`src/rtl/i2s_tx_sample_unpacker_if.sv`:
```
// ---------------------------------------------------------------------------
// i2s_tx_sample_unpacker_if
//
// Bundles everything between the sample unpacker and its neighbours: the
// packed-word stream from the TX data FIFO, the sample stream towards the
// I2S TX DSP channel, the static configuration and the status outputs.
// Signal names match the unpacker's port names so a port list can be read
// straight across.
//
// Signals:
//   data_i / data_valid_i / data_ready_o       packed 32-bit word stream in
//   sample_o / sample_valid_o / sample_ready_i head-of-FIFO sample stream out
//   level_o                                    samples currently buffered
//   err_underrun_o                             sticky underrun flag
//   cfg_en_i / cfg_word_size_i / cfg_sign_ext_i configuration
//
// Modports:
//   slave  - the unpacker itself
//   master - the environment driving the unpacker (upstream, consumer, cfg)
// ---------------------------------------------------------------------------
interface i2s_tx_sample_unpacker_if #(
    parameter int FIFO_DEPTH = 4
);
    localparam int LW = $clog2(FIFO_DEPTH) + 1;

    logic [31:0]   data_i;
    logic          data_valid_i;
    logic          data_ready_o;
    logic [31:0]   sample_o;
    logic          sample_valid_o;
    logic          sample_ready_i;
    logic [LW-1:0] level_o;
    logic          err_underrun_o;
    logic          cfg_en_i;
    logic [1:0]    cfg_word_size_i;
    logic          cfg_sign_ext_i;

    modport slave (
        input  data_i, data_valid_i, sample_ready_i,
        input  cfg_en_i, cfg_word_size_i, cfg_sign_ext_i,
        output data_ready_o, sample_o, sample_valid_o, level_o, err_underrun_o
    );

    modport master (
        output data_i, data_valid_i, sample_ready_i,
        output cfg_en_i, cfg_word_size_i, cfg_sign_ext_i,
        input  data_ready_o, sample_o, sample_valid_o, level_o, err_underrun_o
    );
endinterface

```
`src/rtl/i2s_tx_sample_unpacker.sv`:
```
// ---------------------------------------------------------------------------
// i2s_tx_sample_unpacker
//
// Splits 32-bit memory words into 8-, 16- or 32-bit audio samples (lane 0 is
// the least significant lane), right-justifies and optionally sign-extends
// each one, and queues them in a small sample FIFO feeding the I2S TX DSP
// channel. Also raises a sticky underrun flag when the consumer asks for a
// sample after streaming has started but the FIFO is empty.
//
// Ports:
//   sck_i  - I2S bit clock, the only clock
//   rst_i  - synchronous active-high reset
//   bus    - slave side of i2s_tx_sample_unpacker_if (word stream in,
//            sample stream out, level/underrun status, configuration)
//
// Parameter FIFO_DEPTH must be a power of two, at least 2, and equal to the
// FIFO_DEPTH of the connected interface.
// ---------------------------------------------------------------------------
module i2s_tx_sample_unpacker #(
    parameter int FIFO_DEPTH = 4
) (
    input  logic                     sck_i,
    input  logic                     rst_i,
    i2s_tx_sample_unpacker_if.slave  bus
);
    localparam int AW = $clog2(FIFO_DEPTH);
    localparam int LW = AW + 1;

    logic          wordValid_q, wordValid_d;
    logic [31:0]   word_q, word_d;
    logic [1:0]    lane_q, lane_d;
    logic [AW-1:0] wrPtr_q, wrPtr_d;
    logic [AW-1:0] rdPtr_q, rdPtr_d;
    logic [LW-1:0] level_q, level_d;
    logic          primed_q, primed_d;
    logic          underrun_q, underrun_d;
    logic [31:0]   mem_q [FIFO_DEPTH];

    logic [7:0]    byteLane;
    logic [15:0]   halfLane;
    logic [31:0]   laneSample;
    logic          lastLane;
    logic          fifoFull, fifoEmpty;
    logic          push, pop, dataReady, accept;

    // Pick the current lane out of the held word and widen it to 32 bits.
    // lastLane marks the lane after which the word is fully consumed.
    always_comb begin
        byteLane   = word_q[7:0];
        halfLane   = word_q[15:0];
        laneSample = word_q;
        lastLane   = 1'b1;
        case (lane_q)
            2'd0:    byteLane = word_q[7:0];
            2'd1:    byteLane = word_q[15:8];
            2'd2:    byteLane = word_q[23:16];
            default: byteLane = word_q[31:24];
        endcase
        halfLane = (lane_q == 2'd1) ? word_q[31:16] : word_q[15:0];
        case (bus.cfg_word_size_i)
            2'd0: begin
                laneSample = {{24{bus.cfg_sign_ext_i & byteLane[7]}}, byteLane};
                lastLane   = (lane_q == 2'd3);
            end
            2'd1: begin
                laneSample = {{16{bus.cfg_sign_ext_i & halfLane[15]}}, halfLane};
                lastLane   = (lane_q == 2'd1);
            end
            default: begin
                laneSample = word_q;
                lastLane   = 1'b1;
            end
        endcase
    end

    assign fifoFull  = (level_q == LW'(FIFO_DEPTH));
    assign fifoEmpty = (level_q == '0);
    // A pop in the same cycle does not free a slot for this cycle's push.
    assign push      = bus.cfg_en_i & wordValid_q & ~fifoFull;
    assign pop       = bus.sample_ready_i & ~fifoEmpty;
    // Taking a new word alongside the final lane push keeps the stream gap-free.
    assign dataReady = bus.cfg_en_i & (~wordValid_q | (push & lastLane));
    assign accept    = bus.data_valid_i & dataReady;

    // Next-state logic; dropping cfg_en_i flushes everything on the next edge.
    always_comb begin
        wordValid_d = wordValid_q;
        word_d      = word_q;
        lane_d      = lane_q;
        wrPtr_d     = wrPtr_q;
        rdPtr_d     = rdPtr_q;
        level_d     = level_q;
        primed_d    = primed_q;
        underrun_d  = underrun_q;

        if (push) begin
            wrPtr_d = wrPtr_q + AW'(1);
            if (lastLane) begin
                wordValid_d = 1'b0;
                lane_d      = 2'd0;
            end else begin
                lane_d = lane_q + 2'd1;
            end
        end
        if (accept) begin
            word_d      = bus.data_i;
            wordValid_d = 1'b1;
            lane_d      = 2'd0;
        end
        if (pop) begin
            rdPtr_d  = rdPtr_q + AW'(1);
            primed_d = 1'b1;
        end
        case ({push, pop})
            2'b10:   level_d = level_q + LW'(1);
            2'b01:   level_d = level_q - LW'(1);
            default: level_d = level_q;
        endcase
        if (primed_q && bus.sample_ready_i && fifoEmpty) begin
            underrun_d = 1'b1;
        end

        if (!bus.cfg_en_i) begin
            wordValid_d = 1'b0;
            lane_d      = 2'd0;
            wrPtr_d     = '0;
            rdPtr_d     = '0;
            level_d     = '0;
            primed_d    = 1'b0;
            underrun_d  = 1'b0;
        end
    end

    // Control state register.
    always_ff @(posedge sck_i) begin
        if (rst_i) begin
            wordValid_q <= 1'b0;
            word_q      <= '0;
            lane_q      <= 2'd0;
            wrPtr_q     <= '0;
            rdPtr_q     <= '0;
            level_q     <= '0;
            primed_q    <= 1'b0;
            underrun_q  <= 1'b0;
        end else begin
            wordValid_q <= wordValid_d;
            word_q      <= word_d;
            lane_q      <= lane_d;
            wrPtr_q     <= wrPtr_d;
            rdPtr_q     <= rdPtr_d;
            level_q     <= level_d;
            primed_q    <= primed_d;
            underrun_q  <= underrun_d;
        end
    end

    // Sample storage; stale contents are never visible because sample_o is
    // forced to zero while the FIFO is empty.
    always_ff @(posedge sck_i) begin
        if (push) begin
            mem_q[wrPtr_q] <= laneSample;
        end
    end

    assign bus.data_ready_o   = dataReady;
    assign bus.sample_o       = fifoEmpty ? 32'h0 : mem_q[rdPtr_q];
    assign bus.sample_valid_o = ~fifoEmpty;
    assign bus.level_o        = level_q;
    assign bus.err_underrun_o = underrun_q;
endmodule

```
`src/flat_wrapper.sv`:
```
// flat-port wrapper written by rule: the top's interface ports become plain ports
module i2s_tx_sample_unpacker_flat 
#(
    parameter int FIFO_DEPTH = 4
)
  (sck_i, rst_i, bus_data_i, bus_data_valid_i, bus_sample_ready_i, bus_cfg_en_i, bus_cfg_word_size_i, bus_cfg_sign_ext_i, bus_data_ready_o, bus_sample_o, bus_sample_valid_o, bus_level_o, bus_err_underrun_o);
  i2s_tx_sample_unpacker_if #(.FIFO_DEPTH(FIFO_DEPTH)) bus_i ();
  input  logic sck_i;
  input  logic rst_i;
  input wire logic [$bits(bus_i.data_i)-1:0] bus_data_i;
  input wire logic [$bits(bus_i.data_valid_i)-1:0] bus_data_valid_i;
  input wire logic [$bits(bus_i.sample_ready_i)-1:0] bus_sample_ready_i;
  input wire logic [$bits(bus_i.cfg_en_i)-1:0] bus_cfg_en_i;
  input wire logic [$bits(bus_i.cfg_word_size_i)-1:0] bus_cfg_word_size_i;
  input wire logic [$bits(bus_i.cfg_sign_ext_i)-1:0] bus_cfg_sign_ext_i;
  output wire logic [$bits(bus_i.data_ready_o)-1:0] bus_data_ready_o;
  output wire logic [$bits(bus_i.sample_o)-1:0] bus_sample_o;
  output wire logic [$bits(bus_i.sample_valid_o)-1:0] bus_sample_valid_o;
  output wire logic [$bits(bus_i.level_o)-1:0] bus_level_o;
  output wire logic [$bits(bus_i.err_underrun_o)-1:0] bus_err_underrun_o;
  assign bus_i.data_i = bus_data_i;
  assign bus_i.data_valid_i = bus_data_valid_i;
  assign bus_i.sample_ready_i = bus_sample_ready_i;
  assign bus_i.cfg_en_i = bus_cfg_en_i;
  assign bus_i.cfg_word_size_i = bus_cfg_word_size_i;
  assign bus_i.cfg_sign_ext_i = bus_cfg_sign_ext_i;
  assign bus_data_ready_o = bus_i.data_ready_o;
  assign bus_sample_o = bus_i.sample_o;
  assign bus_sample_valid_o = bus_i.sample_valid_o;
  assign bus_level_o = bus_i.level_o;
  assign bus_err_underrun_o = bus_i.err_underrun_o;
  i2s_tx_sample_unpacker #(.FIFO_DEPTH(FIFO_DEPTH)) u_core (.sck_i(sck_i), .rst_i(rst_i), .bus(bus_i));
endmodule
```
`config.mk`:
```
export PLATFORM = sky130hd
export DESIGN_NAME = i2s_tx_sample_unpacker_flat
export DESIGN_NICKNAME = d
export VERILOG_FILES = /design/src/rtl/i2s_tx_sample_unpacker_if.sv /design/src/rtl/i2s_tx_sample_unpacker.sv /design/src/flat_wrapper.sv
export SDC_FILE = /design/constraint.sdc
export NUM_CORES = 1
export LEC_CHECK = 0
export BUFFER_PORTS_ARGS = -buffer_cell sky130_fd_sc_hd__buf_2
export CORE_ASPECT_RATIO = 2
export CORE_UTILIZATION = 55
export DETAILED_ROUTE_END_ITERATION = 8
export PLACE_DENSITY_LB_ADDON = 0.15
export SYNTH_ARGS = -nofsm -noshare
export SYNTH_HDL_FRONTEND = slang
export SYNTH_SLANG_ARGS = --single-unit
```
`constraint.sdc`:
```
create_clock -name sck_i -period 2.5 [get_ports sck_i]
set_input_delay 0 -clock sck_i [delete_from_list [all_inputs] [get_ports sck_i]]
set_output_delay 0 -clock sck_i [all_outputs]
set_load 0.02 [all_outputs]
```
==> reports/metrics.csv, run 1 <==
metric;value;unit
outcome;finished, final reports clean;
count of clock tree sinks;174;
Setup Crit Path Kind;reg2reg;
share of layout cells above drive strength 1;25.8;%
number of flops mapped to enable cells by yosys;128;
overall via count from detail_route;4568;
Clk Latency, worst-skew pair;430;ps
worst-margin pin slew;599;ps
area overhead of the layout relative to synthesis;20.0;%
Commonest cells post-synth;sky130_fd_sc_hd__edfxtp_1, sky130_fd_sc_hd__nand2b_1, sky130_fd_sc_hd__dfxtp_1;
clock tree from TritonCTS;done;
Final ANT Viol Nets;0;
final net count;686;
library cell with the largest summed area after synthesis;sky130_fd_sc_hd__edfxtp_1;
maximum resistive drop on vdd;548;uV
crit path max fanout;5;
parity-gate share of the synthesized area counting xor and xnor cells;0.578;%
highest-utilization routing layer at the global route stage;met2;
global-route wire length before repair;24300;um
final weighted congestion in routability-driven placement;0.844;
Synthesized Nets;572;
sum of negative setup slack;0;ps
hold depth;3;
total routing resource utilization after global routing;22.8;%
count of cell types in the netlist;41;
starting utilization of the core area;56.4;%
area fraction in compound gates after synthesis;4.65;%
net switching component of the power;1.36;mW
areal power density over the cells;667;nW/um2
area share of and/or/nand/nor cells after synthesis;13.0;%
switching share of power;22.4;%
antenna violations before repair;0;
first-pass iteration count of the detailed router;5;
Die Span X;85.0;um
register-to-register setup slack;130;ps
clock root buffer;sky130_fd_sc_hd__clkbuf_16;
first-iteration detailed-routing DRC count;203;
number of buffer cells added on primary ports;77;
synthesized area divided by synthesized cell count;14.6;um2
register share of total power;52.2;%
number of H-tree levels;4;
number of vias per cell after detailed routing;5.69;
final HPWL from detailed placement;10200;um
element type at the critical path end;flip-flop;
kind of launch point of the worst setup path;flip-flop;
most numerous cell in the Yosys netlist;sky130_fd_sc_hd__edfxtp_1;
post-layout utilization of the core;67.7;%
fraction of synthesized cell area taken by the top area cell type;50.7;%
Die Ht;168;um
share of the cycle needed by the critical path after routing;94.8;%
part of the total power dissipated in combinational logic;5.0;%
post-CTS repair timing setup buffer count;0;
sum of overflow across all layers after global routing;0;
Syn Std Cell Area;7580;um2
gate count of the mapped netlist;521;
I/O pin cnt;78;
Fin. Hold Viols;0;
Final Critical Period;2370;ps
TritonCTS Buffers;17;
cell count of the worst reg-to-reg path;9;
Max Root-Sink Buffers;2;
via count of the first global-routing pass;4832;
average detailed-routed wire length per instance;19.0;um
leak pwr;3.47;nW
highest attainable clock frequency;422;MHz
Total Routed Length;15300;um
met1 global-route usage;24.2;%
core region area;13400;um2
endpoints failing setup;0;
reported max-cap violation count;0;
arrival time worst endpoint;2710;ps
main combinational cell family by area after synthesis;multiplexers;
fraction of the yosys area taken by sequential cells;62.8;%
prevailing post-synth register cell;sky130_fd_sc_hd__edfxtp_1;
Post-Route Skew;12.7;ps
class of the most critical hold timing path;in2reg;
met3 track utilization from global routing;4.02;%
clock-pin slew reported for the worst setup and hold paths after clock tree synthesis;70;ps
max-slew violation count;0;
count of standard-cell rows;60;
Antenna diodes;0;
number of storage elements in the synthesis netlist;174;
Post-Synth Adder-Cell Area;1.91;%
relative slew slack;60.1;%
largest net degree at the start of global routing;51;
relative contribution of the clock network to total power;42.8;%
Die ar.;14300;um2
drc violations;0;
Required @ worst endpoint;2840;ps
met2 track demand over resource in global routing;42.3;%
power consumption;6.07;mW
P_int;4.71;mW
number of synthesis warnings;0;
share of synthesized area spent on multiplexers;14.0;%
Async S/R FF share, synth;0;%
top post-synthesis cells by area;sky130_fd_sc_hd__edfxtp_1, sky130_fd_sc_hd__dfxtp_1, sky130_fd_sc_hd__mux4_2;
## power groups by stage
stage	Combinational, mW	Sequential [mW]	Clock [mW]
2_1_floorplan	0.185	3.21	0
3_3_place_gp	0.253	3.23	0
3_5_place_dp	0.264	3.23	0
4_1_cts	0.306	3.17	2.63
5_1_grt	0.334	3.17	2.74
6_report	0.306	3.17	2.60
## what timing repair did
| action | CTS | global route |
|---|---|---|
| endpoints found under the setup margin | 0 | 2 |
| endpoints found under the hold margin | 34 | 0 |
| gates resized for setup | 0 | 6 |
| hold buffers | 35 | 0 |
## registers in the layout, summed over array words and instances (netlist names), named ones only
name / flops
u_core.mem_q: 128
u_core.bus.err_underrun_o: 1
u_core.lane_q: 2
u_core.word_q: 32
u_core.wrPtr_q: 2
u_core.bus.level_o: 3
u_core.primed_q: 1
u_core.rdPtr_q: 2
u_core.wordValid_q: 1
## through the flow
stage | hold WS (ps) | setup slack [ps] | instances | area, um2
finish | 9.82 | 130 | 803 | 9100
global route | 35.3 | -4.52 | 803 | 9100
CTS | 1.89 | 13.8 | 803 | 9080
detailed placement | 264 | 136 | 736 | 8140
global placement | 254 | 227 | 736 | 8140
floorplan | 129 | 53.4 | 521 | 7580
## cells by family after synthesis
family,after synthesis
AND/OR/NAND/NOR,180
flip-flops,174
XOR/XNOR,5
buffers and inverters,44
AO/OA/AOI/OAI,41
adder cells (fa/ha/maj),11
multiplexers,66
## critical path: stages (launching register included)
cell	delay [ps]
sky130_fd_sc_hd__dfxtp_1	350
sky130_fd_sc_hd__or3b_4	410
sky130_fd_sc_hd__and3_2	250
sky130_fd_sc_hd__clkinv_4	60
sky130_fd_sc_hd__ha_2	180
sky130_fd_sc_hd__inv_1	50
sky130_fd_sc_hd__fa_1	370
sky130_fd_sc_hd__xor2_1	160
sky130_fd_sc_hd__or3_1	300
sky130_fd_sc_hd__a21oi_1	150
## cell type report
cell class	count	area [um2]
flip-flops and latches	174	4770
fillers	927	4340
multi-input cells	303	2610
repair buffers	127	886
clock buffers	17	425
well taps	155	194
clock inverters	15	168
inverters	12	50.0
## layer usage
metal / vias up / part of all wire, %
li1: 2141 / -
met1: 2262 / 37
met2: 133 / 55
met3: 32 / 3.6
met4: 0 / 3.9
met5: - / 0
## path summary, 6_finish.rpt
kind	start	to
max	u_core.bus.level_o[1]$_SDFFE_PP0P_	u_core.bus.level_o[2]$_SDFFE_PP0P_
min	rst_i	u_core.word_q[20]$_SDFFE_PP0P_
min reg2reg	u_core.bus.err_underrun_o$_SDFFE_PP0P_	u_core.bus.err_underrun_o$_SDFFE_PP0P_
max reg2reg	u_core.bus.level_o[1]$_SDFFE_PP0P_	u_core.bus.level_o[2]$_SDFFE_PP0P_
## placed cells by master (no fill, tap or decap), types with 6 or more instances in the layout
| cell type | count |
|---|---|
| sky130_fd_sc_hd__dfxtp_1 | 44 |
| sky130_fd_sc_hd__and2_1 | 38 |
| sky130_fd_sc_hd__inv_1 | 11 |
| sky130_fd_sc_hd__edfxtp_1 | 128 |
| sky130_fd_sc_hd__buf_4 | 12 |
| sky130_fd_sc_hd__ha_1 | 8 |
| sky130_fd_sc_hd__nand2_1 | 39 |
| sky130_fd_sc_hd__nor2_1 | 13 |
| sky130_fd_sc_hd__nor3_1 | 8 |
| sky130_fd_sc_hd__a221o_1 | 15 |
| sky130_fd_sc_hd__a21oi_1 | 6 |
| sky130_fd_sc_hd__a221oi_1 | 7 |
| sky130_fd_sc_hd__nor2b_1 | 8 |
| sky130_fd_sc_hd__nand2b_1 | 66 |
| sky130_fd_sc_hd__mux4_2 | 32 |
| sky130_fd_sc_hd__dlygate4sd3_1 | 35 |
| sky130_fd_sc_hd__mux2i_1 | 33 |
| sky130_fd_sc_hd__buf_2 | 77 |
| sky130_fd_sc_hd__clkbuf_16 | 17 |
Note: power is estimated with default switching activity, not from simulation.
==> inputs of run 2 (changes only) <==
ABC_AREA = 1   (was unset)
==> run 2 against run 1 <==
Combinational power rose by 29%. Sequential power about the same. Largest power group unchanged. Utilization hardly changed. Count of clock-buffer cells in the layout stayed put. Sequential share of layout area is 1.8 points lower. Global-route usage is 5.3 points higher. Critical path depth grew 1. Synthesized area rose by 3.4%. Non-clock buffer count is 4 higher. Critical endpoint is now bus_data_ready_o. Worst setup slack improved by 100 ps. Highest routed layer unchanged.
==> reports/metrics.csv, run 2 <==
metric;value;unit;change
kind of launch point of the worst setup path;flip-flop;;
number of synthesis warnings;0;;unchanged
Total Routed Length;20200;um;+32%
Die Ht;171;um;+1.7%
Final Critical Period;2270;ps;-100 ps
number of vias per cell after detailed routing;5.36;;-5.7%
relative slew slack;28.7;%;-31 points
gate count of the mapped netlist;845;;+62%
P_int;4.93;mW;+4.7%
post-layout utilization of the core;67.8;%;about the same
fraction of synthesized cell area taken by the top area cell type;49.0;%;-1.7 points
area overhead of the layout relative to synthesis;20.0;%;about the same
reported max-cap violation count;0;;unchanged
clock-pin slew reported for the worst setup and hold paths after clock tree synthesis;70;ps;about the same
global-route wire length before repair;30400;um;+25%
sum of negative setup slack;0;ps;unchanged
antenna violations before repair;0;;unchanged
multi-input combinational cell area;2410;um2;-7.8%
class of the most critical hold timing path;in2reg;;
crit path max fanout;12;;+7
sum of overflow across all layers after global routing;0;;unchanged
final net count;997;;+45%
cell count of the worst reg-to-reg path;4;;-5
arrival time worst endpoint;2270;ps;-440 ps
area fraction in compound gates after synthesis;12.2;%;+7.6 points
I/O pin cnt;78;;unchanged
library cell with the largest summed area after synthesis;sky130_fd_sc_hd__edfxtp_1;;
leading cell types in the layout, fill and taps excluded;sky130_fd_sc_hd__nor2_1, sky130_fd_sc_hd__edfxtp_1, sky130_fd_sc_hd__inv_1, sky130_fd_sc_hd__nand2_1, sky130_fd_sc_hd__o21ai_0;;
areal power density over the cells;684;nW/um2;+2.5%
fraction of the yosys area taken by sequential cells;60.8;%;-2.1 points
number of flops mapped to enable cells by yosys;128;;unchanged
Post-Synth Adder-Cell Area;1.85;%;-0.064 points
FF/Latch Area;4770;um2;about the same
Setup Crit Path Kind;reg2out;;
Final ANT Viol Nets;0;;unchanged
Worst R2R Start;u_core.lane_q[0]$_SDFFE_PP0P_;;
register ranked first by flip-flop count;u_core.mem_q;;
Antenna diodes;0;;unchanged
first-pass iteration count of the detailed router;5;;unchanged
Fin. Hold Viols;0;;unchanged
count of standard-cell rows;61;;+1.7%
via count of the first global-routing pass;6076;;+26%
most frequent standard cell in the layout excluding fill and tap cells;sky130_fd_sc_hd__nor2_1;;
Max Root-Sink Buffers;2;;unchanged
endpoints failing setup;0;;unchanged
max-slew violation count;0;;unchanged
share of layout cells above drive strength 1;14.7;%;-11 points
part of the total power dissipated in combinational logic;6.1;%;+1.1 points
TritonCTS Buffers;17;;unchanged
highest attainable clock frequency;441;MHz;+4.4%
clock tree from TritonCTS;done;;
average detailed-routed wire length per instance;17.6;um;-7.6%
share of synthesized area spent on multiplexers;0;%;-14 points
final setup margin;231;ps;+100 ps
number of H-tree levels;4;;unchanged
Commonest cells post-synth;sky130_fd_sc_hd__nor2_1, sky130_fd_sc_hd__edfxtp_1, sky130_fd_sc_hd__inv_1;;
leak pwr;3.91;nW;+13%
max reg flops;128;;unchanged
drc violations;0;;unchanged
net switching component of the power;1.50;mW;+10%
CP max stage cell;sky130_fd_sc_hd__ha_1;;
Syn Std Cell Area;7840;um2;+3.4%
count of cell types in the netlist;25;;-39%
cell total after placement;1083;;+47%
final cell count without fillers;1148;;+43%
Critical Path, Cell by Cell;inv_1 -> ha_1 -> inv_2 -> nand3_1 -> nand2_1 -> o21ai_4 -> buf_4 -> inv_1 -> nor2_1 -> buf_2;;
hold depth;3;;unchanged
share of the cycle needed by the critical path after routing;90.8;%;-4.0 points
Post-Route Skew;10.5;ps;-2.17 ps
overall via count from detail_route;6156;;+35%
switching share of power;23.3;%;+0.93 points
Die ar.;14800;um2;+3.4%
relative contribution of the clock network to total power;44.3;%;+1.5 points
Die Span X;86.4;um;+1.7%
RSZ-0062 raised after global routing;false;;
r2r endpoint;u_core.mem_q[0][0]$_DFFE_PP_;;
Worst Min Path Start;rst_i;;
final weighted congestion in routability-driven placement;0.983;;+16%
largest net degree at the start of global routing;65;;+27%
main combinational cell family by area after synthesis;simple AND/OR/NAND/NOR gates;;
core region area;13900;um2;+3.4%
worst-margin pin slew;1070;ps;+470 ps
prevailing post-synth register cell;sky130_fd_sc_hd__edfxtp_1;;
register share of total power;49.6;%;-2.6 points
Clk Latency, worst-skew pair;420;ps;about the same
element type at the critical path end;output port;;
most numerous cell in the Yosys netlist;sky130_fd_sc_hd__nor2_1;;
register-to-register setup slack;250;ps;+120 ps
fill cell instance count of the final layout;1106;;+19%
final HPWL from detailed placement;13100;um;+28%
count of clock tree sinks;174;;unchanged
number of buffer cells added on primary ports;77;;unchanged
hold endpoint;u_core.bus.err_underrun_o$_SDFFE_PP0P_;;
Required @ worst endpoint;2500;ps;-340 ps
synthesized area divided by synthesized cell count;9.28;um2;-36%
clock root buffer;sky130_fd_sc_hd__clkbuf_16;;
Setup Slack @ Placement;254;ps;+118 ps
starting utilization of the core area;56.5;%;about the same
total routing resource utilization after global routing;28.1;%;+5.3 points
parity-gate share of the synthesized area counting xor and xnor cells;0;%;-0.58 points
Largest stage delay, worst path;390;ps;-20 ps
crit-path most repeated cell;sky130_fd_sc_hd__inv_1;;
outcome;finished, final reports clean;;
top post-synthesis cells by area;sky130_fd_sc_hd__edfxtp_1, sky130_fd_sc_hd__dfxtp_1, sky130_fd_sc_hd__nor2_1;;
Async S/R FF share, synth;0;%;unchanged
number of storage elements in the synthesis netlist;174;;unchanged
first-iteration detailed-routing DRC count;336;;+66%
maximum resistive drop on vdd;504;uV;-8.0%
area share of and/or/nand/nor cells after synthesis;16.4;%;+3.4 points
Synthesized Nets;896;;+57%
## run 2: power by group through the flow
stage	Clock (mW)	Combinational, mW	Sequential [mW]
after floorplan	0	0.240	3.23
after CTS	2.87	0.390	3.19
after detailed placement	0	0.349	3.26
final	2.85	0.394	3.19
after global routing	2.98	0.440	3.19
after global placement	0	0.339	3.26
## run 2: per-layer routing
metal	GRT usage [%]	wire length, um	vias to the layer above
met5	0	0	-
met1	28.5	7470	2924
met2	52.9	11200	183
met4	16.6	756	0
li1	-	-	3010
met3	4.10	698	39
## run 2: worst max-delay path by stage
stage	startpoint	to	slack, ps	cells after the start
after CTS	flip-flop	bus_sample_o[18]	6	5
after detailed placement	u_core.lane_q[0]$_SDFFE_PP0P_	u_core.mem_q[0][0]$_DFFE_PP_	250	4
after global placement	u_core.lane_q[0]$_SDFFE_PP0P_	u_core.mem_q[0][0]$_DFFE_PP_	210	4
after global routing	flip-flop	bus_sample_o[6]	100	6
final	u_core.lane_q[1]$_SDFFE_PP0P_	bus_data_ready_o	230	10
after floorplan	u_core.bus.level_o[1]$_SDFFE_PP0P_	u_core.mem_q[0][0]$_DFFE_PP_	-230	5
## run 2: area by class of cell
class                      instances  share of cell area (%)
clock buffer                      17                    4.52
clock inverter                    15                    2.34
inverter                         128                    5.14
multi-input combinational        494                    25.6
sequential                       174                    50.6
tap                              189                    2.51
timing repair buffer             131                    9.28
## run 2: logic make-up after synthesis
family	count (synthesis)
adders and majority gates	11
DFF	174
AOI/OAI and AO/OA	167
buffers and inverters	177
and+or+nand+nor	316
## run 2: what timing repair did
action / CTS / global route
hold endpoints to repair: 34 / 0
gates resized for setup: 0 / 2
hold buffers: 33 / 0
setup endpoints to repair: 0 / 17
buffers inserted: 0 / 0
## run 2: worst max-delay path: cells and delay by family, from the launching register on
kind / cells / cell delay, ps
AOI/OAI and AO/OA: 1 / 200
adders and majority gates: 1 / 390
buffers and inverters: 5 / 600
DFF: 1 / 360
and+or+nand+nor: 3 / 300
## run 2: stage by stage
step,hold WS [ps],instance area [um2],total power [mW]
2_1_floorplan,188,7840,3.47
3_3_place_gp,319,8430,3.59
3_5_place_dp,323,8430,3.61
4_1_cts,0.651,9410,6.45
5_1_grt,24.6,9410,6.61
6_report,5.87,9410,6.43
